### config.mk
export PLATFORM = sky130hd
export DESIGN_NAME = id_stage
export DESIGN_NICKNAME = d
export VERILOG_FILES = /design/src/rtl/id_stage.sv
export SDC_FILE = /design/constraint.sdc
export NUM_CORES = 1
export LEC_CHECK = 0
export ABC_AREA = 1
export ABC_CLOCK_PERIOD_IN_PS = 2200
export CAP_MARGIN = 20
export CORE_MARGIN = 4
export CORE_UTILIZATION = 32
export DETAILED_ROUTE_END_ITERATION = 8
export DONT_BUFFER_PORTS = 1
export GPL_TIMING_DRIVEN = 0
export PLACE_DENSITY = 0.55
export SLEW_MARGIN = 20
export SYNTH_ARGS = -nofsm -noshare
export SYNTH_HDL_FRONTEND = slang
export SYNTH_SLANG_ARGS = --single-unit
### constraint.sdc
create_clock -name clk -period 2.2 [get_ports clk]
set_clock_uncertainty 0.15 [all_clocks]
set_input_delay 0.33 -clock clk [delete_from_list [all_inputs] [get_ports clk]]
set_output_delay 0.33 -clock clk [all_outputs]
set_load 0.03 [all_outputs]
### src/rtl/id_stage.sv
// Instruction decode stage for a 5-stage MIPS-subset pipeline.
// Decodes the IF/ID word, detects load-use hazards against the instruction
// currently in ID/EX, and loads the ID/EX register with either the decoded
// instruction or a bubble. A sticky illegal flag and a saturating stall
// counter report status.
module id_stage #(
  parameter int STALL_CNT_W = 16
) (
  input  logic                   clk,
  input  logic                   rst_n,
  input  logic                   if_valid,
  input  logic [31:0]            if_instr,
  input  logic [31:0]            if_pc4,
  input  logic                   flush,
  output logic [4:0]             reg_1,
  output logic [4:0]             reg_2,
  input  logic [31:0]            reg_1_data,
  input  logic [31:0]            reg_2_data,
  output logic                   id_stall,
  output logic                   ex_valid,
  output logic [31:0]            ex_pc4,
  output logic [31:0]            ex_rs_data,
  output logic [31:0]            ex_rt_data,
  output logic [31:0]            ex_imm,
  output logic [4:0]             ex_rs,
  output logic [4:0]             ex_rt,
  output logic [4:0]             ex_dest,
  output logic                   ex_reg_write,
  output logic                   ex_mem_read,
  output logic                   ex_mem_write,
  output logic                   ex_mem_to_reg,
  output logic                   ex_alu_src,
  output logic                   ex_branch,
  output logic [2:0]             ex_alu_op,
  output logic                   illegal_instr,
  output logic [STALL_CNT_W-1:0] stall_count
);

  localparam logic [5:0] OP_RTYPE = 6'h00;
  localparam logic [5:0] OP_LW    = 6'h23;
  localparam logic [5:0] OP_SW    = 6'h2B;
  localparam logic [5:0] OP_BEQ   = 6'h04;
  localparam logic [5:0] OP_ADDI  = 6'h08;

  localparam logic [5:0] FN_ADD = 6'h20;
  localparam logic [5:0] FN_SUB = 6'h22;
  localparam logic [5:0] FN_AND = 6'h24;
  localparam logic [5:0] FN_OR  = 6'h25;
  localparam logic [5:0] FN_SLT = 6'h2A;

  typedef enum logic [2:0] {
    ALU_ADD = 3'd0,
    ALU_SUB = 3'd1,
    ALU_AND = 3'd2,
    ALU_OR  = 3'd3,
    ALU_SLT = 3'd4
  } alu_op_e;

  // ID/EX pipeline register contents; an all-zero value is a bubble.
  typedef struct packed {
    logic        valid;
    logic [31:0] pc4;
    logic [31:0] rs_data;
    logic [31:0] rt_data;
    logic [31:0] imm;
    logic [4:0]  rs;
    logic [4:0]  rt;
    logic [4:0]  dest;
    logic        reg_write;
    logic        mem_read;
    logic        mem_write;
    logic        mem_to_reg;
    logic        alu_src;
    logic        branch;
    alu_op_e     alu_op;
  } id_ex_t;

  logic [5:0] op;
  logic [5:0] funct;
  logic [4:0] rs;
  logic [4:0] rt;
  logic [4:0] rd;
  logic [4:0] unused_shamt;

  id_ex_t dec;
  id_ex_t ex_d;
  id_ex_t ex_q;
  logic   legal;
  logic   rt_src;
  logic   load_use;
  logic   issue;
  logic   set_illegal;

  assign op           = if_instr[31:26];
  assign rs           = if_instr[25:21];
  assign rt           = if_instr[20:16];
  assign rd           = if_instr[15:11];
  assign unused_shamt = if_instr[10:6];
  assign funct        = if_instr[5:0];

  // Register file is addressed straight from the instruction word so the
  // read data is ready by the next rising edge.
  assign reg_1 = rs;
  assign reg_2 = rt;

  // Decode op/funct into ID/EX control; legal/rt_src stay 0 for unsupported encodings.
  always_comb begin
    dec         = '0;
    legal       = 1'b0;
    rt_src      = 1'b0;
    dec.valid   = 1'b1;
    dec.pc4     = if_pc4;
    dec.rs_data = reg_1_data;
    dec.rt_data = reg_2_data;
    dec.imm     = {{16{if_instr[15]}}, if_instr[15:0]};
    dec.rs      = rs;
    dec.rt      = rt;
    unique case (op)
      OP_RTYPE: begin
        dec.dest      = rd;
        dec.reg_write = 1'b1;
        unique case (funct)
          FN_ADD:  begin legal = 1'b1; rt_src = 1'b1; dec.alu_op = ALU_ADD; end
          FN_SUB:  begin legal = 1'b1; rt_src = 1'b1; dec.alu_op = ALU_SUB; end
          FN_AND:  begin legal = 1'b1; rt_src = 1'b1; dec.alu_op = ALU_AND; end
          FN_OR:   begin legal = 1'b1; rt_src = 1'b1; dec.alu_op = ALU_OR;  end
          FN_SLT:  begin legal = 1'b1; rt_src = 1'b1; dec.alu_op = ALU_SLT; end
          default: legal = 1'b0;
        endcase
      end
      OP_LW: begin
        legal          = 1'b1;
        dec.dest       = rt;
        dec.reg_write  = 1'b1;
        dec.mem_read   = 1'b1;
        dec.mem_to_reg = 1'b1;
        dec.alu_src    = 1'b1;
        dec.alu_op     = ALU_ADD;
      end
      OP_SW: begin
        legal         = 1'b1;
        rt_src        = 1'b1;
        dec.mem_write = 1'b1;
        dec.alu_src   = 1'b1;
        dec.alu_op    = ALU_ADD;
      end
      OP_BEQ: begin
        legal      = 1'b1;
        rt_src     = 1'b1;
        dec.branch = 1'b1;
        dec.alu_op = ALU_SUB;
      end
      OP_ADDI: begin
        legal         = 1'b1;
        dec.dest      = rt;
        dec.reg_write = 1'b1;
        dec.alu_src   = 1'b1;
        dec.alu_op    = ALU_ADD;
      end
      default: legal = 1'b0;
    endcase
  end

  // Load-use hazard: the load in ID/EX writes a register this instruction reads.
  // Once a bubble replaces the load the condition drops, so a stall lasts one cycle.
  assign load_use = ex_q.valid & ex_q.mem_read & (ex_q.dest != 5'd0) & if_valid &
                    ((ex_q.dest == rs) | (rt_src & (ex_q.dest == rt)));

  // Flush kills the instruction anyway, so there is nothing to hold.
  assign id_stall    = load_use & ~flush;
  assign issue       = if_valid & ~flush & ~load_use & legal;
  assign set_illegal = if_valid & ~flush & ~legal;
  assign ex_d        = issue ? dec : '0;

  // ID/EX register plus sticky illegal flag and saturating stall counter.
  always_ff @(posedge clk or negedge rst_n) begin
    if (!rst_n) begin
      ex_q          <= '0;
      illegal_instr <= 1'b0;
      stall_count   <= '0;
    end else begin
      ex_q <= ex_d;
      if (set_illegal)
        illegal_instr <= 1'b1;
      if (id_stall && (stall_count != {STALL_CNT_W{1'b1}}))
        stall_count <= stall_count + STALL_CNT_W'(1);
    end
  end

  assign ex_valid      = ex_q.valid;
  assign ex_pc4        = ex_q.pc4;
  assign ex_rs_data    = ex_q.rs_data;
  assign ex_rt_data    = ex_q.rt_data;
  assign ex_imm        = ex_q.imm;
  assign ex_rs         = ex_q.rs;
  assign ex_rt         = ex_q.rt;
  assign ex_dest       = ex_q.dest;
  assign ex_reg_write  = ex_q.reg_write;
  assign ex_mem_read   = ex_q.mem_read;
  assign ex_mem_write  = ex_q.mem_write;
  assign ex_mem_to_reg = ex_q.mem_to_reg;
  assign ex_alu_src    = ex_q.alu_src;
  assign ex_branch     = ex_q.branch;
  assign ex_alu_op     = ex_q.alu_op;

endmodule
# Word level (Yosys, flattened, before mapping)
# Index checks and enable logic that the tools add are counted.
# word_totals
regBits	170
in_bits	132
out_inout_bits	181
word_cells	63
# op_classes
addsub	1
eq_ne	12
muxes	11
bitwise_logic	14
reduce_logical	8
# op_table
operator	n
$mux W153	1
$eq A6 B6 Y1 const B	7
$add A16 B1 Y16 const B	1
$ne A16 B16 Y1 const B	1
$pmux W3 S4	1
$pmux W6 S2	1
$and A1 B1 Y1	10
$eq A5 B5 Y1	2
$eq A6 B3 Y1 const B	1
$eq A6 B4 Y1 const B	1
$logic_not A6 Y1	1
$pmux W3 S2	1
$mux W1	5
$reduce_bool A5 Y1	1
$reduce_or A5 Y1	1
$pmux W1 S2	2
$reduce_or A2 Y1	2
$reduce_or A4 Y1	1
$not A1 Y1	3
$reduce_or A3 Y1	1
$logic_and A1 B1 Y1	1
$or A1 B1 Y1	1

# Longest topological paths before layout
# Gate-level depths: netlist (run 1).
# depth
ltp_word	11
mapped_depth	14
ltp_nobuf	13

# Least setup slack after synthesis (run 1)
# No wires, ideal clock.
# synth_path
kind	flip-flop to output port
from	register ex_q, in the netlist ex_dest[3]
to	output port id_stall
arrival_ps	1510
setup_slack_ps	210
stages_incl_launch_ff	8
n_path_buf	1
cell_sequence	dfrtp_1 > or2_0 > a21oi_1 > nand3_1 > nand2_2 > nand2_4 > nor2_8 > buf_4
# synth_via
elab_chain_len	5
elab_cells_between_ends	9
classes_between	2 x eq/ne; 6 x bitwise; 1 x reduce/logical
# synth_lines
element	line	text
start, declared	87	id_ex_t ex_q;
start signal, assigned	178	ex_q <= '0;
start signal, assigned	182	ex_q <= ex_d;
$eq A5 B5 Y1 / $reduce_bool A5 Y1 (equally long branches)	167, 166	
$and A1 B1 Y1 (on tied branches)	167, 166	
$or A1 B1 Y1 / $and A1 B1 Y1 (equally long branches)	167, 166	
$and A1 B1 Y1 (*)	166	assign load_use = ex_q.valid & ex_q.mem_read & (ex_q.dest != 5'd0) & if_valid &
$and A1 B1 Y1 (*)	170	assign id_stall = load_use & ~flush;
end, declared	19	output logic id_stall,
# Mark *: on every way between the ends. The rest lies on a longest branch, timed or not.

# Worst setup path after layout (run 1)
# Same ends and word-level chain as after synthesis.

==> reports/results.md, run 1 <==
| Item | This run | Unit |
|---|---|---|
| Hold_ws | -0.545 | ns |
| Final setup slack of the worst path | -0.161 | ns |
| Multi-input gate area | 1490 | um^2 |
| Final wirelength | 17.7 | mm |
| Avg Vias per Cell | 4.26 | - |
| Dominant cell type by area after synthesis | sky130_fd_sc_hd__dfrtp_1 | - |
| Category of the most critical setup path | flip-flop to output port | - |
| Horizontal extent of the die | 147 | um |
| NumNets Final | 927 | - |
| Count of final hold-check violations | 153 | - |
| Cell at the root of the clock tree | sky130_fd_sc_hd__clkbuf_16 | - |
| Met2 track demand over resource in global routing | 0.269 | - |
| Total power per unit cell area | 717 | nW/um^2 |
| Number of global-route vias before repair | 4838 | - |
| Most common cell in the netlist | sky130_fd_sc_hd__dfrtp_1 | - |
| Number of I/O port buffers | 0 | - |
| Insertion delay of the later-clocked pin in the worst-skew pair | 0.41 | ns |
| Total setup violations reported at the end of the flow | 1 | - |
| Most common library cells after synthesis | sky130_fd_sc_hd__dfrtp_1 (153), sky130_fd_sc_hd__inv_1 (139), sky130_fd_sc_hd__nor2_1 (134), sky130_fd_sc_hd__nand2_1 (57), sky130_fd_sc_hd__nand3_1 (33) | - |
| Slew of the pin with the lowest slew margin | 0.690 | ns |
| Syn_area_per_cell | 9.65 | um^2 |
| Number of buffers inserted during clock tree synthesis | 17 | - |
| Number of violations reported at the end of detailed-routing iteration 0 | 137 | - |
| Sequential cell area | 3840 | um^2 |
| Antenna Violating Nets Remaining | 0 | - |
| Remaining design rule violation count | 0 | - |
| Final non-filler cell total | 1067 | - |
| Total number of vias | 4547 | - |
| Capturing point of the worst reg2reg path | stall_count[5] | - |
| Clk slew on worst S/H paths | 0.07 | ns |
| Relative slew slack | 0.540 | - |
| RSZ-0062 raised after global routing | true | - |
| Worst-case register-to-register setup slack | 0.06 | ns |
| Number of cell rows | 50 | - |
| Layer carrying the most global-route usage | met2 | - |
| Fill cells | 1711 | - |
| Maximum number of pins on one net before global-route repair | 154 | - |
| Share of post-route cells with drive strength above 1 | 0.161 | - |
| Fmax | 423 | MHz |
| Grt ovf | 0 | - |
| Core Util, Final | 0.455 | - |
| Placed wire-length estimate | 11.6 | mm |
| Biggest fanout along the worst timing path | 5 | - |
| Synth top area share | 0.619 | - |
| Count of inserted antenna diode cells | 0 | - |
| Outcome | complete, but fails checks | - |
| Launching element type of the critical path | flip-flop | - |
| Die area | 21600 | um^2 |
| First-pass DRT Iterations | 4 | - |
| Met3 Use GR | 0.0734 | - |
| Flip-flop and latch count after synthesis | 153 | - |
| Data arrival time at the worst-slack endpoint | 1.88 | ns |
| Most common flop cell mapped by yosys | sky130_fd_sc_hd__dfrtp_1 | - |
| Pre-CTS setup slack | -0.149 | ns |
| Async SR Flop Fraction | 1.00 | - |
| Cells on worst reg2reg path | 11 | - |
| GPL Wtd Cong | 0.793 | - |
| Global routing usage summed across all routing layers | 0.162 | - |
| Post-synthesis cell count | 641 | - |
| Clock tree from TritonCTS | done | - |
| Number of max-cap violations | 0 | - |
| Synthesis-to-layout area growth | 38.4 | % |
| Floorplan core area | 18800 | um^2 |
| Required @ worst endpoint | 1.72 | ns |
| Count of distinct cell types in the synthesized netlist | 29 | - |
| Count of boundary I/O pins | 313 | - |
| Violations in the final reports | negative hold slack, negative setup slack | - |
| Total of warnings raised by yosys | 0 | - |
| Net count after synthesis | 774 | - |
| Reg-to-reg startpoint | ex_dest[3] | - |
| Starting density of the core | 0.329 | - |
| Number of sinks on the clock net | 153 | - |
| Part of the Yosys area used for sequential elements | 0.619 | - |
| VDD IR max | 0.000434 | V |
| Dpl cells | 901 | - |
| Total standard cell area after synthesis | 6190 | um^2 |
| Hold_buf cts | 127 | - |
| Global-route wire length before repair | 27.3 | mm |
| Start point of the critical path | ex_dest[3] | - |
| Category of the worst setup path capture point | output port | - |
| H-tree depth | 4 | - |
| Number of buffers between clock root and the deepest sink | 2 | - |
| Number of synthesized flops with an enable pin | 0 | - |
| GR Layer Usage met1 | 0.189 | - |
| Total Power Consumption | 6140 | uW |
| Final-report max-slew violation count | 0 | - |
| Biggest area contributors in the synthesized netlist | sky130_fd_sc_hd__dfrtp_1 (62%), sky130_fd_sc_hd__inv_1 (8.4%), sky130_fd_sc_hd__nor2_1 (8.1%) | - |
| Crit path time final | 2.36 | ns |
| Static Leak | 0.00467 | uW |
| Height of the chip | 147 | um |
| Classification of the worst-slack hold path | input port to asynchronous set/reset pin | - |
| Final worst-path cycle share | 1.07 | - |
| Avg WL per Cell | 16.6 | um |
| Initial antenna violation count | 0 | - |
how the worst max path moves through the flow:
stage / endpoint / slack [ns] / cells after the start
5_1_grt: id_stall / -0.27 / 7
4_1_cts: id_stall / -0.20 / 7
3_3_place_gp: ex_rt_data[29] / -0.17 / 9
2_1_floorplan: id_stall / 0.21 / 7
6_report: id_stall / -0.16 / 7
3_5_place_dp: ex_rt_data[29] / -0.15 / 9
registers in the layout (all words and copies together) (netlist names), 3 cells and up:
register	cells
ex_rt	5
ex_rs_data	32
ex_pc4	32
ex_imm	16
ex_rs	5
stall_count	16
ex_dest	5
ex_rt_data	32
ex_alu_op	3
critical path: stages, from the launching register on:
cell and delay, ns:
sky130_fd_sc_hd__dfrtp_2 0.50, sky130_fd_sc_hd__or2_1 0.27, sky130_fd_sc_hd__a21oi_2 0.18, sky130_fd_sc_hd__nand3_2 0.09, sky130_fd_sc_hd__nand2_2 0.08, sky130_fd_sc_hd__nand2_4 0.08
sky130_fd_sc_hd__nor2_8 0.12, sky130_fd_sc_hd__buf_12 0.15
power breakdown:
| part | switching (uW) | internal (uW) | total, uW |
|---|---|---|---|
| combinational | 149 | 203 | 352 |
| sequential | 43.4 | 2830 | 2870 |
| clock | 1300 | 1620 | 2920 |
placed cells by master (no fill, tap or decap), types with 4 or more instances in the layout:
cell type | synthesis | routed
sky130_fd_sc_hd__dfrtp_2 | 0 | 12
sky130_fd_sc_hd__buf_4 | 28 | 33
sky130_fd_sc_hd__a22oi_1 | 4 | 4
sky130_fd_sc_hd__buf_6 | 9 | 8
sky130_fd_sc_hd__inv_2 | 7 | 7
sky130_fd_sc_hd__inv_1 | 139 | 139
sky130_fd_sc_hd__dfrtp_1 | 153 | 141
sky130_fd_sc_hd__clkbuf_16 | 0 | 18
sky130_fd_sc_hd__nand4_1 | 13 | 13
sky130_fd_sc_hd__nand3_1 | 33 | 32
sky130_fd_sc_hd__nor2_2 | 11 | 13
sky130_fd_sc_hd__xor2_1 | 9 | 9
sky130_fd_sc_hd__nor2_1 | 134 | 131
sky130_fd_sc_hd__xnor2_1 | 11 | 9
sky130_fd_sc_hd__inv_6 | 0 | 5
sky130_fd_sc_hd__dlygate4sd3_1 | 0 | 127
sky130_fd_sc_hd__nand2_1 | 57 | 57
routing by layer:
| layer | wire [um] | share of wire |
|---|---|---|
| met1 | 6830 | 0.39 |
| met2 | 8860 | 0.50 |
| met3 | 1760 | 0.099 |
| met4 | 242 | 0.014 |
| met5 | 0 | 0 |
area by class of cell:
cell class / count / area share
sequential: 153 / 0.449
clock inverter: 14 / 0.0184
clock buffer: 18 / 0.0501
buffer: 44 / 0.0465
multi-input combinational: 298 / 0.174
timing repair buffer: 134 / 0.160
inverter: 146 / 0.0640
tap: 260 / 0.0380
cell families (layout without fill, tap and decap cells):
| group | count (synthesis) | after routing | share of synthesized area |
|---|---|---|---|
| and+or+nand+nor | 265 | 265 | 0.191 |
| buffers and inverters | 190 | 356 | 0.148 |
| DFF | 153 | 153 | 0.619 |
| xor gates and xnor gates | 20 | 20 | 0.0283 |
| AOI/OAI and AO/OA | 12 | 12 | 0.0117 |
| adders and majority gates | 1 | 1 | 0.00202 |
what timing repair did:
action,CTS,global route
resized for setup,15,19
setup buffers,4,2
hold endpoints to repair,285,153
endpoints found under the setup margin,27,106
pin swaps,6,4
gates cloned,1,1
stage by stage:
step | TNS [ns] | hold WS, ns | area, um^2
global route | -1.40 | -0.583 | 8560
floorplan | 0 | -0.116 | 6190
detailed placement | -1.08 | -0.112 | 6510
finish | -0.161 | -0.545 | 8560
CTS | -0.201 | -0.573 | 8460
global placement | -1.02 | -0.111 | 6510
Note: power is estimated with default switching activity, not from simulation.
==> run 2: changes to the inputs <==
--- a/config.mk
+++ b/config.mk
@@ -10,6 +10,7 @@
 export CAP_MARGIN = 20
 export CORE_MARGIN = 4
 export CORE_UTILIZATION = 32
+export CTS_CLUSTER_SIZE = 14
 export DETAILED_ROUTE_END_ITERATION = 8
 export DONT_BUFFER_PORTS = 1
 export GPL_TIMING_DRIVEN = 0
==> results of run 2 <==
No change in the layout: final DEF, timing and power equal those of run 1.
